==> src/rtl/interrupt_requester.sv <==
// Requester half of the int/ack interrupt handshake: latches source edges,
// picks the lowest-index unmasked pending source and holds it until ack.
module interrupt_requester #(
    parameter int          NSRC       = 4,
    parameter int          IDW        = 2,
    parameter logic [15:0] VEC_BASE   = 16'h0002,
    parameter int          GAP_CYCLES = 2
) (
    input  logic            clk,
    input  logic            reset,
    input  logic [NSRC-1:0] src,
    input  logic [NSRC-1:0] mask,
    input  logic            ack,
    output logic            int_req,
    output logic [IDW-1:0]  irq_id,
    output logic [15:0]     irq_vector,
    output logic [NSRC-1:0] pending,
    output logic [15:0]     serviced_cnt
);

    localparam logic [1:0] S_IDLE = 2'd0;
    localparam logic [1:0] S_REQ  = 2'd1;
    localparam logic [1:0] S_ACKD = 2'd2;
    localparam logic [1:0] S_GAP  = 2'd3;

    logic [1:0]      state;
    logic [3:0]      gap_cnt;
    logic [NSRC-1:0] src_q;
    logic [NSRC-1:0] rise;
    logic [NSRC-1:0] cand;
    logic [NSRC-1:0] clr_bit;
    logic [NSRC-1:0] pending_n;
    logic [IDW-1:0]  win_id;
    logic            win_vld;
    logic            take_ack;

    assign rise     = src & ~src_q;
    assign cand     = pending & mask;
    assign win_vld  = |cand;
    assign take_ack = (state == S_REQ) && ack;

    // Scan from the top so the lowest index is the last one written.
    always_comb begin
        win_id = '0;
        for (int k = NSRC - 1; k >= 0; k--) begin
            if (cand[k]) begin
                win_id = IDW'(k);
            end
        end
    end

    always_comb begin
        clr_bit = '0;
        for (int k = 0; k < NSRC; k++) begin
            if (take_ack && (irq_id == IDW'(k))) begin
                clr_bit[k] = 1'b1;
            end
        end
    end

    // A fresh edge on the bit being serviced keeps it pending.
    assign pending_n = (pending & ~clr_bit) | rise;

    always_ff @(posedge clk or negedge reset) begin
        if (!reset) begin
            src_q   <= '0;
            pending <= '0;
        end else begin
            src_q   <= src;
            pending <= pending_n;
        end
    end

    always_ff @(posedge clk or negedge reset) begin
        if (!reset) begin
            serviced_cnt <= '0;
        end else if (take_ack) begin
            serviced_cnt <= serviced_cnt + 16'd1;
        end
    end

    always_ff @(posedge clk or negedge reset) begin
        if (!reset) begin
            state      <= S_IDLE;
            gap_cnt    <= '0;
            int_req    <= 1'b0;
            irq_id     <= '0;
            irq_vector <= VEC_BASE;
        end else begin
            unique case (state)
                S_IDLE: begin
                    if (win_vld) begin
                        irq_id     <= win_id;
                        irq_vector <= VEC_BASE + 16'(win_id);
                        int_req    <= 1'b1;
                        state      <= S_REQ;
                    end
                end
                S_REQ: begin
                    if (ack) begin
                        int_req <= 1'b0;
                        state   <= S_ACKD;
                    end
                end
                S_ACKD: begin
                    if (!ack) begin
                        if (GAP_CYCLES == 0) begin
                            state <= S_IDLE;
                        end else begin
                            gap_cnt <= 4'(GAP_CYCLES);
                            state   <= S_GAP;
                        end
                    end
                end
                S_GAP: begin
                    gap_cnt <= gap_cnt - 4'd1;
                    if (gap_cnt <= 4'd1) begin
                        state <= S_IDLE;
                    end
                end
                default: begin
                    state <= S_IDLE;
                end
            endcase
        end
    end

endmodule

==> config.mk <==
export PLATFORM = sky130hd
export DESIGN_NAME = interrupt_requester
export DESIGN_NICKNAME = d
export VERILOG_FILES = /design/src/rtl/interrupt_requester.sv
export SDC_FILE = /design/constraint.sdc
export NUM_CORES = 1
export LEC_CHECK = 0
export CORE_MARGIN = 2
export CORE_UTILIZATION = 43
export CTS_CLUSTER_SIZE = 14
export DETAILED_ROUTE_END_ITERATION = 6
export PLACE_DENSITY = 0.76
export RECOVER_POWER = 50
export SETUP_SLACK_MARGIN = 0.1
export SLEW_MARGIN = 20
export SYNTH_ARGS = -nofsm -noshare
export SYNTH_HDL_FRONTEND = slang
export SYNTH_SLANG_ARGS = --single-unit
==> constraint.sdc <==
create_clock -name clk -period 1.5 [get_ports clk]
set_input_delay 0.15 -clock clk [delete_from_list [all_inputs] [get_ports clk]]
set_output_delay 0.15 -clock clk [all_outputs]
set_load 0.02 [all_outputs]
==> results.sh, run 1 <==
export IMPL_drtAntennaViolNets=0
export IMPL_powerDensity_nw_per_um2=1780
export IMPL_worst_clock_skew_ps=3.91
export IMPL_wl_per_cell_um=13.4
export IMPL_cap_violations=0
export IMPL_syn_inst=164
export IMPL_final_period_utilization_pct=106
export IMPL_grt_pass1_wl_mm=5.98
export IMPL_synth_area_leaders="dfrtp_1, buf_4, xnor2_1"
export IMPL_startpoint_type="register"
export IMPL_synth_area_per_cell_um2=10.7
export IMPL_ios=50
export IMPL_wirelength_mm=3.82
export IMPL_ir_drop_v=0.00102
export IMPL_ys_flop_type="dfrtp_1"
export IMPL_synth_xor_area_share_pct=8.00
export IMPL_yosysTopAreaCell="dfrtp_1"
export IMPL_outcome="complete, but fails checks"
export IMPL_core_um2=3970
export IMPL_synth_area_um2=1750
export IMPL_first_global_vias=1360
export IMPL_cts_buffer_depth=2
export IMPL_first_pass_iters=4
export IMPL_grt_overflow=0
export IMPL_cts_htree_levels=2
export IMPL_synth_compound_area_share_pct=10.7
export IMPL_grt_setup_unrepaired="true"
export IMPL_synthSimpleGateAreaFrac_pct=15.4
export IMPL_die_x_um=67.8
export IMPL_yosysSeqAreaShare_pct=48.6
export IMPL_async_reset_ff_share_pct=100
export IMPL_numPortBuffers=36
export IMPL_place_ws_ps=-136
export IMPL_synthMuxAreaShare_pct=1.93
export IMPL_antenna_cells=0
export IMPL_clock_latency_ps=290
export IMPL_cts_tree="built"
export IMPL_synth_edf_count=0
export IMPL_hpwl_mm=2.70
export IMPL_clk_pin_slew_ps=70
export IMPL_tightest_slew_ps=840
export IMPL_yosysUniqueCellTypes=35
export IMPL_numClockSinks=34
export IMPL_hold_class="reg -> reg"
export IMPL_grt_usage_pct=17.8
export IMPL_drv_slew=0
export IMPL_nFillCells=309
export IMPL_yosys_warnings=0
export IMPL_vias=1406
export IMPL_drc=0
export IMPL_numCtsBuffers=5
export IMPL_mostFrequentLayoutCells="buf_4, dfrtp_1, dlygate4sd2_1, nand2_1, conb_1"
export IMPL_grt_max_degree=35
export IMPL_violations="setup timing"
export IMPL_nNetsFinal=254
export IMPL_max_freq_mhz=626
export IMPL_synth_top_family_by_area="simple AND/OR/NAND/NOR gates"
export IMPL_worst_endpoint_arrival_ps=1800
export IMPL_p_leak_nw=1.26
export IMPL_die_h_um=67.8
export IMPL_synth_fa_ha_area_share_pct=5.71
export IMPL_clock_root_buffer="clkbuf_8"
export IMPL_total_power_mw=4.72
export IMPL_drtIter0Drc=62
export IMPL_drive_gt1_share_pct=35.6
export IMPL_setup_violations=3
export IMPL_gp_congestion=0.882
export IMPL_crit_path_end_kind="register"
export IMPL_relSlewSlack_pct=44.0
export IMPL_hold_viol_final=0
export IMPL_netlist_area_leader_share_pct=47.1
export IMPL_postLayoutCoreUtil_pct=66.8
export IMPL_layout_cells_most_common="buf_4"
export IMPL_viasPerCell=4.92
export IMPL_min_period_ps=1600
export IMPL_initial_core_util_pct=44.1
export IMPL_worstSetupPathType="reg -> reg"
export IMPL_setup_ws_ps=-97.4
export IMPL_antenna_found_initial=0
export IMPL_rows=23
export IMPL_cp_max_fo=5
export IMPL_yosys_register_bits=34
export IMPL_die_area_um2=4600
export IMPL_syn2layout_area_growth_pct=51.4
export IMPL_worst_ep_required_time_ps=1700
[layer usage]
| layer | global-route usage (%) | wire length [um] | vias up |
|---|---|---|---|
| met5 | 0 | 0 | - |
| met4 | 9.00 | 54 | 0 |
| met3 | 3.13 | 217 | 6 |
| met2 | 29.3 | 1900 | 34 |
| met1 | 22.7 | 1650 | 686 |
| li1 | - | - | 680 |
[registers in the layout, summed over array words and instances, names as in the netlist]
| name | flops |
|---|---|
| int_req | 1 |
| irq_id | 2 |
| gap_cnt | 4 |
| serviced_cnt | 16 |
| src_q | 4 |
| state | 2 |
| pending | 4 |
| irq_vector | 1 |
[worst max-delay path, stage by stage, from the launching register on]
cell,delay [ps]
dfrtp_2,460
inv_2,90
ha_4,130
nor2_2,50
o31ai_4,270
nand4_1,170
buf_4,170
a32oi_2,170
[cells by family (layout without fill, tap and decap cells)]
logic type | after synthesis | in the layout
AOI/OAI and AO/OA | 29 | 29
xor gates and xnor gates | 16 | 16
adders and majority gates | 8 | 8
buffers and inverters | 27 | 87
DFF | 34 | 34
muxes | 3 | 3
other | 1 | 13
and+or+nand+nor | 46 | 46
[worst paths after layout]
kind                                   startpoint  slack [ps]  cells after the start                           to
max                        gap_cnt[0]$_DFFE_PN0P_        -100                      7         state[0]$_DFFE_PN0P_
min                            src_q[0]$_DFF_PN0_         420                      1         pending[0]$_DFF_PN0_
max reg2reg                gap_cnt[0]$_DFFE_PN0P_        -100                      7         state[0]$_DFFE_PN0P_
min reg2reg                    src_q[0]$_DFF_PN0_         420                      1         pending[0]$_DFF_PN0_
max in group asynchronous                   reset         430                      2  serviced_cnt[5]$_DFFE_PN0P_
min in group asynchronous                   reset         490                      2           src_q[0]$_DFF_PN0_
[metrics by stage]
step / std cells / hold WS [ps] / area, um^2 / setup TNS [ps]
after floorplan: 176 / -146 / 1840 / 0
after global placement: 272 / 407 / 2340 / -1240
after detailed placement: 272 / 411 / 2340 / -1480
after CTS: 283 / 233 / 2540 / -115
after global routing: 286 / 427 / 2650 / -673
final: 286 / 417 / 2650 / -188
[power breakdown]
| group | internal, mW | switching [mW] | total (mW) |
|---|---|---|---|
| clock | 0.666 | 0.359 | 1.02 |
| sequential | 1.17 | 0.257 | 1.43 |
| combinational | 1.12 | 1.15 | 2.27 |
| total | 2.96 | 1.76 | 4.72 |
[cell usage after synthesis, types with 4 or more instances]
cell / count
buf_4: 15
o21ai_0: 10
nand3_1: 4
nand2_1: 17
ha_1: 8
nor2_1: 5
nand4_1: 4
a21oi_1: 6
dfrtp_1: 33
xnor2_1: 12
xor2_1: 4
inv_1: 11
[cell type report]
| type | count | area, um^2 | area share [%] |
|---|---|---|---|
| clock buffer | 5 | 68.8 | 2.60 |
| clock inverter | 3 | 68.8 | 2.60 |
| inverter | 11 | 41.3 | 1.56 |
| multi-input combinational | 115 | 973 | 36.7 |
| sequential | 34 | 860 | 32.4 |
| tap | 50 | 62.6 | 2.36 |
| timing repair buffer | 68 | 577 | 21.8 |
[what timing repair did]
item | in CTS | in global routing
hold buffers | 0 | 0
gates resized for setup | 43 | 25
pin swaps | 4 | 9
setup endpoints to repair | 41 | 20
setup buffers | 3 | 3
No activity file was read; power rests on OpenSTA's default activity.
==> inputs of run 2 (changes only) <==
--- a/config.mk
+++ b/config.mk
@@ -6,10 +6,9 @@
 export NUM_CORES = 1
 export LEC_CHECK = 0
 export CORE_MARGIN = 2
-export CORE_UTILIZATION = 43
+export CORE_UTILIZATION = 28
 export CTS_CLUSTER_SIZE = 14
 export DETAILED_ROUTE_END_ITERATION = 6
-export PLACE_DENSITY = 0.76
 export RECOVER_POWER = 50
 export SETUP_SLACK_MARGIN = 0.1
 export SLEW_MARGIN = 20
==> run 2 against run 1 <==
Effect of this change: the run still ends with setup timing left; wire length rose by 9.6%; via count rose by 1.4%; final area rose by 2.9%; critical path type unchanged; critical endpoint is now state[1]$_DFFE_PN0P_.
==> results.sh, run 2 (same netlist as run 1, synthesis figures left out) <==
export IMPL_place_ws_ps=-135
export IMPL_cts_tree="built"
export IMPL_mostFrequentLayoutCells="dfrtp_1, dlygate4sd2_1, buf_4, nand2_1, conb_1"
export IMPL_hold_class="reg -> reg"
export IMPL_worstSetupPathType="reg -> reg"
export IMPL_wl_met3_um=199
export IMPL_nNetsFinal=256
export IMPL_hpwl_mm=2.76
export IMPL_grt_setup_unrepaired="true"
export IMPL_cap_violations=0
export IMPL_grt_overflow=0
export IMPL_rows=28
export IMPL_outcome="complete, but fails checks"
export IMPL_dpl_cell_area_um2=2370
export IMPL_crit_chain="inv_2 > ha_4 > nor2_2 > o31ai_4 > nand4_1 > mux2_4"
export IMPL_final_period_utilization_pct=105
export IMPL_core_um2=5990
export IMPL_first_pass_iters=4
export IMPL_holdWs_ps=407
export IMPL_drtIter0Drc=53
export IMPL_wl_met2_mm=2.06
export IMPL_grt_usage_pct=11.5
export IMPL_antenna_found_initial=0
export IMPL_first_global_vias=1382
export IMPL_clk_pin_slew_ps=70
export IMPL_grt_max_degree=35
export IMPL_largest_reg_flops=16
export IMPL_wirelength_mm=4.19
export IMPL_drive_gt1_share_pct=36.6
export IMPL_crit_path_top_delay_cell="dfrtp_1"
export IMPL_violations="setup timing"
export IMPL_drtAntennaViolNets=0
export IMPL_ios=50
export IMPL_gp_congestion=0.782
export IMPL_ir_drop_v=0.000948
export IMPL_grt_pass1_wl_mm=6.50
export IMPL_postLayoutCoreUtil_pct=45.5
export IMPL_slowest_delay_ps=420
export IMPL_setup_ws_ps=-70.9
export IMPL_cp_max_fo=3
export IMPL_numClockSinks=34
export IMPL_viasPerCell=4.55
export IMPL_antenna_cells=0
export IMPL_wl_per_cell_um=13.4
export IMPL_numPortBuffers=36
export IMPL_initial_core_util_pct=29.2
export IMPL_cts_hold_buffers_added=0
export IMPL_clock_latency_ps=280
export IMPL_total_power_mw=4.63
export IMPL_tightest_slew_ps=849
export IMPL_powerDensity_nw_per_um2=1700
export IMPL_drt_met1_wl_mm=1.88
export IMPL_clock_root_buffer="clkbuf_8"
export IMPL_p_leak_nw=1.29
export IMPL_die_area_um2=6900
export IMPL_crit_path_end_kind="register"
export IMPL_syn2layout_area_growth_pct=55.7
export IMPL_die_h_um=83.1
export IMPL_worst_clock_skew_ps=2.18
export IMPL_startpoint_type="register"
export IMPL_drv_slew=0
export IMPL_nFillCells=565
export IMPL_layout_cells_most_common="dfrtp_1"
export IMPL_relSlewSlack_pct=43.4
export IMPL_max_freq_mhz=637
export IMPL_worst_endpoint_arrival_ps=1740
export IMPL_drc=0
export IMPL_hold_viol_final=0
export IMPL_vias=1425
export IMPL_numCtsBuffers=5
export IMPL_cts_htree_levels=2
export IMPL_min_period_ps=1570
export IMPL_cts_buffer_depth=2
export IMPL_setup_violations=2
export IMPL_final_area_um2=2730
export IMPL_worst_ep_required_time_ps=1670
export IMPL_largest_register="serviced_cnt"
export IMPL_top_layer="met4"
export IMPL_die_x_um=83.1
## run 2: per-layer routing
metal,vias up,GRT usage (%)
li1,689,-
met1,690,14.8
met2,39,18.3
met3,7,3.38
met4,0,4.32
met5,-,0
## run 2: metrics by stage
step,setup TNS [ps],instances
2_1_floorplan,0,176
3_3_place_gp,-779,297
3_5_place_dp,-1230,297
4_1_cts,-62.2,310
5_1_grt,-553,313
6_report,-117,313
## run 2: timing repair
item	4_1_cts	5_1_grt
setup buffers	5	3
endpoints found under the setup margin	46	22
pin swaps	7	19
gates resized for setup	40	51
## run 2: power breakdown
group / total (mW) / switching [mW] / internal, mW
combinational: 2.44 / 1.20 / 1.24
sequential: 1.49 / 0.313 / 1.17
clock: 0.706 / 0.331 / 0.374
total: 4.63 / 1.84 / 2.79
## run 2: worst max-delay path: cells and delay by family, from the launching register on
kind	cells	cell delay, ps
AND/OR/NAND/NOR	2	240
AO/OA/AOI/OAI	1	240
adder cells (fa/ha/maj)	1	140
flip-flops	1	420
buffers and inverters	1	90
multiplexers	1	330
## run 2: area by class of cell
type	instances	area, um^2	area share (%)
clock buffer	8	90.1	3.30
inverter	11	43.8	1.61
multi-input combinational	115	1030	37.7
sequential	34	860	31.5
tap	75	93.8	3.44
timing repair buffer	70	613	22.5
## run 2: worst paths after layout
check                                        from                          end  slack (ps)  cells after the start
setup / recovery           gap_cnt[0]$_DFFE_PN0P_         state[1]$_DFFE_PN0P_         -70                      6
hold / removal                 src_q[3]$_DFF_PN0_         pending[3]$_DFF_PN0_         410                      1
max in group asynchronous                   reset  serviced_cnt[1]$_DFFE_PN0P_         410                      2
setup reg to reg           gap_cnt[0]$_DFFE_PN0P_         state[1]$_DFFE_PN0P_         -70                      6
hold reg to reg                src_q[3]$_DFF_PN0_         pending[3]$_DFF_PN0_         410                      1
min in group asynchronous                   reset       gap_cnt[1]$_DFFE_PN0P_         510                      2
